--- src/rtl/key_debounce_pulse.sv ---
// Push-button conditioner: per key a 2-FF synchronizer, a debounce FSM and one-cycle press/release pulses.
// Latency: a stable level change is accepted and pulsed 2 + DEBOUNCE_CYCLES cycles after the raw edge is first sampled.
// Backpressure: none; pulses are fire-and-forget, one cycle wide, and consumers must sample them every cycle.
//
// Ports:
//   clk         - system clock
//   reset       - asynchronous active-low reset
//   key_raw     - raw asynchronous button pins, one bit per key (bit 0 = left, bit 1 = right)
//   key_level   - debounced level, 1 = pressed
//   key_press   - one-cycle pulse when a press is accepted
//   key_release - one-cycle pulse when a release is accepted
//   key_long    - one-cycle pulse after a key has been held HOLD_CYCLES cycles
//
// Optional feature: define KEY_LONG_PRESS_EN to build the per-key hold counters that drive key_long.
// Without it, key_long is tied to 0 and HOLD_CYCLES is ignored.
module key_debounce_pulse #(
    parameter int NUM_KEYS        = 2,
    parameter int DEBOUNCE_CYCLES = 2000000,
    parameter int HOLD_CYCLES     = 200000000,
    parameter bit ACTIVE_LEVEL    = 1'b1
) (
    input  logic                clk,
    input  logic                reset,
    input  logic [NUM_KEYS-1:0] key_raw,
    output logic [NUM_KEYS-1:0] key_level,
    output logic [NUM_KEYS-1:0] key_press,
    output logic [NUM_KEYS-1:0] key_release,
    output logic [NUM_KEYS-1:0] key_long
);

    localparam int            CW         = $clog2(DEBOUNCE_CYCLES + 1);
    localparam logic [CW-1:0] CNT_LAST   = CW'(DEBOUNCE_CYCLES - 1);
    localparam logic [CW-1:0] CNT_ONE    = CW'(1);
    // With a one-sample debounce the very first sample already completes the window.
    localparam bit            ACCEPT_NOW = (DEBOUNCE_CYCLES == 1);

    // Encoding chosen so bit 1 is exactly the debounced level (DOWN and CONFIRM_UP).
    localparam logic [1:0] ST_UP         = 2'b00;
    localparam logic [1:0] ST_CONFIRM_DN = 2'b01;
    localparam logic [1:0] ST_DOWN       = 2'b10;
    localparam logic [1:0] ST_CONFIRM_UP = 2'b11;

`ifdef KEY_LONG_PRESS_EN
    localparam int            HW       = $clog2(HOLD_CYCLES + 1);
    localparam logic [HW-1:0] HOLD_MAX = HW'(HOLD_CYCLES);
    localparam logic [HW-1:0] HOLD_PRE = HW'(HOLD_CYCLES - 1);
    localparam logic [HW-1:0] HOLD_ONE = HW'(1);
`endif

    logic [NUM_KEYS-1:0] sync1_q;
    logic [NUM_KEYS-1:0] sync2_q;
    logic [NUM_KEYS-1:0] pressed;

    always_ff @(posedge clk or negedge reset) begin
        if (!reset) begin
            sync1_q <= {NUM_KEYS{~ACTIVE_LEVEL}};
            sync2_q <= {NUM_KEYS{~ACTIVE_LEVEL}};
        end else begin
            sync1_q <= key_raw;
            sync2_q <= sync1_q;
        end
    end

    // Normalise polarity so the FSM only ever sees 1 = pressed.
    assign pressed = ~(sync2_q ^ {NUM_KEYS{ACTIVE_LEVEL}});

    for (genvar k = 0; k < NUM_KEYS; k++) begin : g_key
        logic [1:0]    state_q, state_d;
        logic [CW-1:0] cnt_q, cnt_d;
        logic          press_q, press_d;
        logic          release_q, release_d;

        always_comb begin
            state_d   = state_q;
            cnt_d     = cnt_q;
            press_d   = 1'b0;
            release_d = 1'b0;
            case (state_q)
                ST_UP: begin
                    if (pressed[k]) begin
                        if (ACCEPT_NOW) begin
                            state_d = ST_DOWN;
                            press_d = 1'b1;
                        end else begin
                            state_d = ST_CONFIRM_DN;
                            cnt_d   = CNT_ONE;
                        end
                    end
                end
                ST_CONFIRM_DN: begin
                    if (!pressed[k]) begin
                        state_d = ST_UP;
                        cnt_d   = '0;
                    end else if (cnt_q == CNT_LAST) begin
                        state_d = ST_DOWN;
                        cnt_d   = '0;
                        press_d = 1'b1;
                    end else begin
                        cnt_d = cnt_q + CNT_ONE;
                    end
                end
                ST_DOWN: begin
                    if (!pressed[k]) begin
                        if (ACCEPT_NOW) begin
                            state_d   = ST_UP;
                            release_d = 1'b1;
                        end else begin
                            state_d = ST_CONFIRM_UP;
                            cnt_d   = CNT_ONE;
                        end
                    end
                end
                default: begin // ST_CONFIRM_UP
                    if (pressed[k]) begin
                        state_d = ST_DOWN;
                        cnt_d   = '0;
                    end else if (cnt_q == CNT_LAST) begin
                        state_d   = ST_UP;
                        cnt_d     = '0;
                        release_d = 1'b1;
                    end else begin
                        cnt_d = cnt_q + CNT_ONE;
                    end
                end
            endcase
        end

        always_ff @(posedge clk or negedge reset) begin
            if (!reset) begin
                state_q   <= ST_UP;
                cnt_q     <= '0;
                press_q   <= 1'b0;
                release_q <= 1'b0;
            end else begin
                state_q   <= state_d;
                cnt_q     <= cnt_d;
                press_q   <= press_d;
                release_q <= release_d;
            end
        end

        assign key_level[k]   = state_q[1];
        assign key_press[k]   = press_q;
        assign key_release[k] = release_q;

`ifdef KEY_LONG_PRESS_EN
        logic [HW-1:0] hold_q, hold_d;
        logic          long_q, long_d;

        // Cleared on entry to DOWN from the press side and on any return to UP;
        // a bounce back from CONFIRM_UP keeps the accumulated hold time.
        always_comb begin
            hold_d = hold_q;
            long_d = 1'b0;
            if (state_d == ST_UP || (state_d == ST_DOWN && !state_q[1])) begin
                hold_d = '0;
            end else if (state_q[1] && hold_q != HOLD_MAX) begin
                hold_d = hold_q + HOLD_ONE;
                long_d = (hold_q == HOLD_PRE);
            end
        end

        always_ff @(posedge clk or negedge reset) begin
            if (!reset) begin
                hold_q <= '0;
                long_q <= 1'b0;
            end else begin
                hold_q <= hold_d;
                long_q <= long_d;
            end
        end

        assign key_long[k] = long_q;
`else
        assign key_long[k] = 1'b0;
`endif
    end

endmodule

--- config.mk ---
export PLATFORM = sky130hd
export DESIGN_NAME = key_debounce_pulse
export DESIGN_NICKNAME = d
export VERILOG_FILES = /design/src/rtl/key_debounce_pulse.sv
export SDC_FILE = /design/constraint.sdc
export NUM_CORES = 1
export LEC_CHECK = 0
export BUFFER_PORTS_ARGS = -buffer_cell sky130_fd_sc_hd__clkbuf_2
export CELL_PAD_IN_SITES_DETAIL_PLACEMENT = 1
export CELL_PAD_IN_SITES_GLOBAL_PLACEMENT = 1
export CORE_UTILIZATION = 43
export DETAILED_ROUTE_END_ITERATION = 8
export PLACE_DENSITY_LB_ADDON = 0.1
export SETUP_SLACK_MARGIN = 0.4
export SYNTH_ARGS = -nofsm -noshare
export SYNTH_HDL_FRONTEND = slang
export SYNTH_SLANG_ARGS = --single-unit
--- constraint.sdc ---
create_clock -name clk -period 2 [get_ports clk]
set_clock_uncertainty 0.15 [all_clocks]
set_input_delay 0.2 -clock clk [delete_from_list [all_inputs] [get_ports clk]]
set_output_delay 0.2 -clock clk [all_outputs]
set_load 0.01 [all_outputs]
==> run_results.csv <==
group,metric,value,unit
placed_design,place_area,3500,µm²
placed_design,post-place-ws,-0.241,ns
logic_synthesis,syn_avg_cell_area,9.39,µm²
finish,drive_gt1_share,49.6,%
global_routing,gr-usage-all-layers,25.4,%
power,peakVddDrop,0.000892,V
route,viasPerCell,5.72,
cts,clock-sinks,54,
logic_synthesis,netlist_area,2920,µm²
floorplan,die_w,84.4,µm
cts,cts_max_path_buffers,2,
sta,max_freq,0.441,GHz
sta,slew_headroom,49.8,%
floorplan,die_y,84.4,µm
finish,final_common_cell,"buf_4",
sta,hold_slack,0.230,ns
global_routing,grt_max_degree,55,
placed_design,dp_hpwl,5.43,mm
finish,fin_util,68.3,%
finish,fillCellCount,673,
run,cap_violations,0,
route,firstDrtPassIters,4,
global_routing,antenna_found_initial,0,
critical_path,reg2reg_slack,-0.27,ns
worst_hold_path,hp-class,"flop to flop",
floorplan,fp-row-count,29,
sta,finalHoldViolations,0,
logic_synthesis,synth_cell_types,52,
critical_path,crit_fanout,3,
critical_path,crit_required,2.05,ns
global_routing,grt_overflow,0,
route,wire_per_inst,20.0,µm
critical_path,critical_path_class,"flop to flop",
power,powerDensity,795,nW/µm²
sta,worst_pin_slew,0.745,ns
global_routing,grt_pass1_vias,2924,
finish,finalInstanceArea,4410,µm²
cts,root_buffer,"clkbuf_8",
cts,h-tree-depth,2,
logic_synthesis,synthArstFlopShare,100,%
finish,diodes,0,
route,drtAntennaViolNets,0,
cts,worstSkewPairLatency,0.31,ns
logic_synthesis,syn_inst,311,
cts,cts_made_buffers,5,
global_routing,grt_pass1_wl,14.3,mm
logic_synthesis,synth-edff-count,0,
power,leakagePower,1.90,nW
logic_synthesis,ys_ff_latch,54,
critical_path,setup.worst_path.start_class,"flop",
outcome,violations,"setup timing",
route,dr_total_vias,2746,
placed_design,routabilityCongestion,0.804,
logic_synthesis,synth-main-ff-cell,"dfrtp_1",
floorplan,core_area,6460,µm²
finish,area_growth,50.9,%
floorplan,start_util,45.2,%
logic_synthesis,ys.warnings.count,0,
outcome,status,"complete, but fails checks",
floorplan,ios,12,
sta,fin_crit_sh,113,%
route,wl,9.62,mm
sta,post-route-worst-setup-slack,-0.265,ns
sta,drv_slew,0,
sta,rsz0062_at_grt,"true",
route,drcViolationCount,0,
critical_path,critPathArrivalTime,2.31,ns
route,first_iter_violations,71,
critical_path,cp-end-kind,"flop",
floorplan,dieArea,7130,µm²
logic_synthesis,synth.yosys.seq_area_share,46.3,%
cts,path_clk_slew,0.10,ns
placed_design,io_buffers,9,
finish,final_cell_mix,"buf_4 (61), dfrtp_1 (51), nand2_1 (31), buf_6 (21)",
sta,period_minus_slack,2.27,ns
sta,setup_violations,24,
finish,finalNetCount,413,
cts,tritoncts,"yes",
sequential cells by signal (all words and copies together) (netlist names), named ones only:
| name | flops |
|---|---|
| g_key.cnt_q | 42 |
| g_key.press_q | 2 |
| g_key.release_q | 2 |
| g_key.state_q | 2 |
| sync1_q | 2 |
| sync2_q | 2 |
critical path, stage by stage (launching register included):
cell and delay [ns]:
dfrtp_1 0.40, or4b_4 0.56, nor4_4 0.38, nand2_2 0.13, a211oi_2 0.23, mux2_4 0.31
synth_stat cells, drive strengths merged (2+ instances only):
master,number,share of area [%]
inv,7,0.90
xor2,6,1.8
o21ai,22,3.8
o2bb2ai,5,1.5
o31ai,3,0.77
a31oi,6,1.3
dfrtp,54,46
nand4,6,1.3
nand2b,5,1.1
and3,8,1.7
a21oi,9,1.7
ha,7,3.0
mux2,3,1.2
clkbuf,3,0.39
buf,13,3.1
nor4,8,2.2
xnor2,12,3.6
mux2i,3,1.0
nor3b,3,0.77
or2,2,0.43
and2,4,0.86
a21o,2,0.51
nand3,17,2.9
nor4bb,2,0.69
o211ai,2,0.51
nor3,13,2.2
or4b,2,0.81
nor2b,2,0.43
nor2,33,4.5
nand2,36,4.7
cell type report:
type / instances / area, µm² / area share, %
repair buffers: 99 / 865 / 19.6
well taps: 77 / 96.3 / 2.19
flip-flops and latches: 54 / 1360 / 30.7
multi-input cells: 235 / 1960 / 44.4
clock inverters: 3 / 40.0 / 0.908
inverters: 7 / 26.3 / 0.596
clock buffers: 5 / 68.8 / 1.56
routing by layer:
layer	part of all wire, %	track usage [%]
met1	41	30.5
met5	0	0
met2	55	47.7
met4	2.1	7.86
met3	2.1	2.75
through the flow:
step                      power, mW  TNS, ns  instances
after floorplan                1.71   -0.243        312
after global placement         2.14    -2.60        440
after detailed placement       2.19    -4.65        440
after CTS                      3.31    -2.88        467
after global routing           3.65    -5.97        480
final                          3.50    -4.12        480
power breakdown:
| part | internal [mW] | leakage (nW) | switching [mW] |
|---|---|---|---|
| Clock | 0.369 | 0.0579 | 0.363 |
| Combinational | 0.763 | 1.11 | 0.807 |
| Sequential | 1.14 | 0.729 | 0.0591 |
| Total | 2.27 | 1.90 | 1.23 |
repair_timing:
| item | in CTS | in global routing |
|---|---|---|
| endpoints found under the setup margin | 49 | 50 |
| setup buffers | 16 | 13 |
| resized for setup | 86 | 49 |
| endpoints found under the hold margin | 56 | 0 |
| pin swaps | 26 | 19 |
| hold buffers | 3 | 0 |
cells by family after synthesis:
group,count (synthesis),share of synthesized area (%)
other,1,0.128
flip-flops,54,46.3
buffers and inverters,23,4.37
XOR/XNOR,18,5.40
AO/OA/AOI/OAI,55,12.2
multiplexers,6,2.18
adder cells (fa/ha/maj),7,3.00
AND/OR/NAND/NOR,147,26.5
final timing paths:
| kind | from | endpoint | cells past startpoint |
|---|---|---|---|
| setup reg to reg | g_key[0].cnt_q[12] | flop | 5 |
| hold reg to reg | sync1_q[1] | sync2_q[1] | 0 |
| max in group asynchronous | reset | g_key[1].cnt_q[0] | 3 |
| setup / recovery | g_key[0].cnt_q[12] | flop | 5 |
| hold / removal | sync1_q[1] | sync2_q[1] | 0 |
| min in group asynchronous | reset | g_key[1].release_q | 3 |
(Power assumes the default switching activity.)
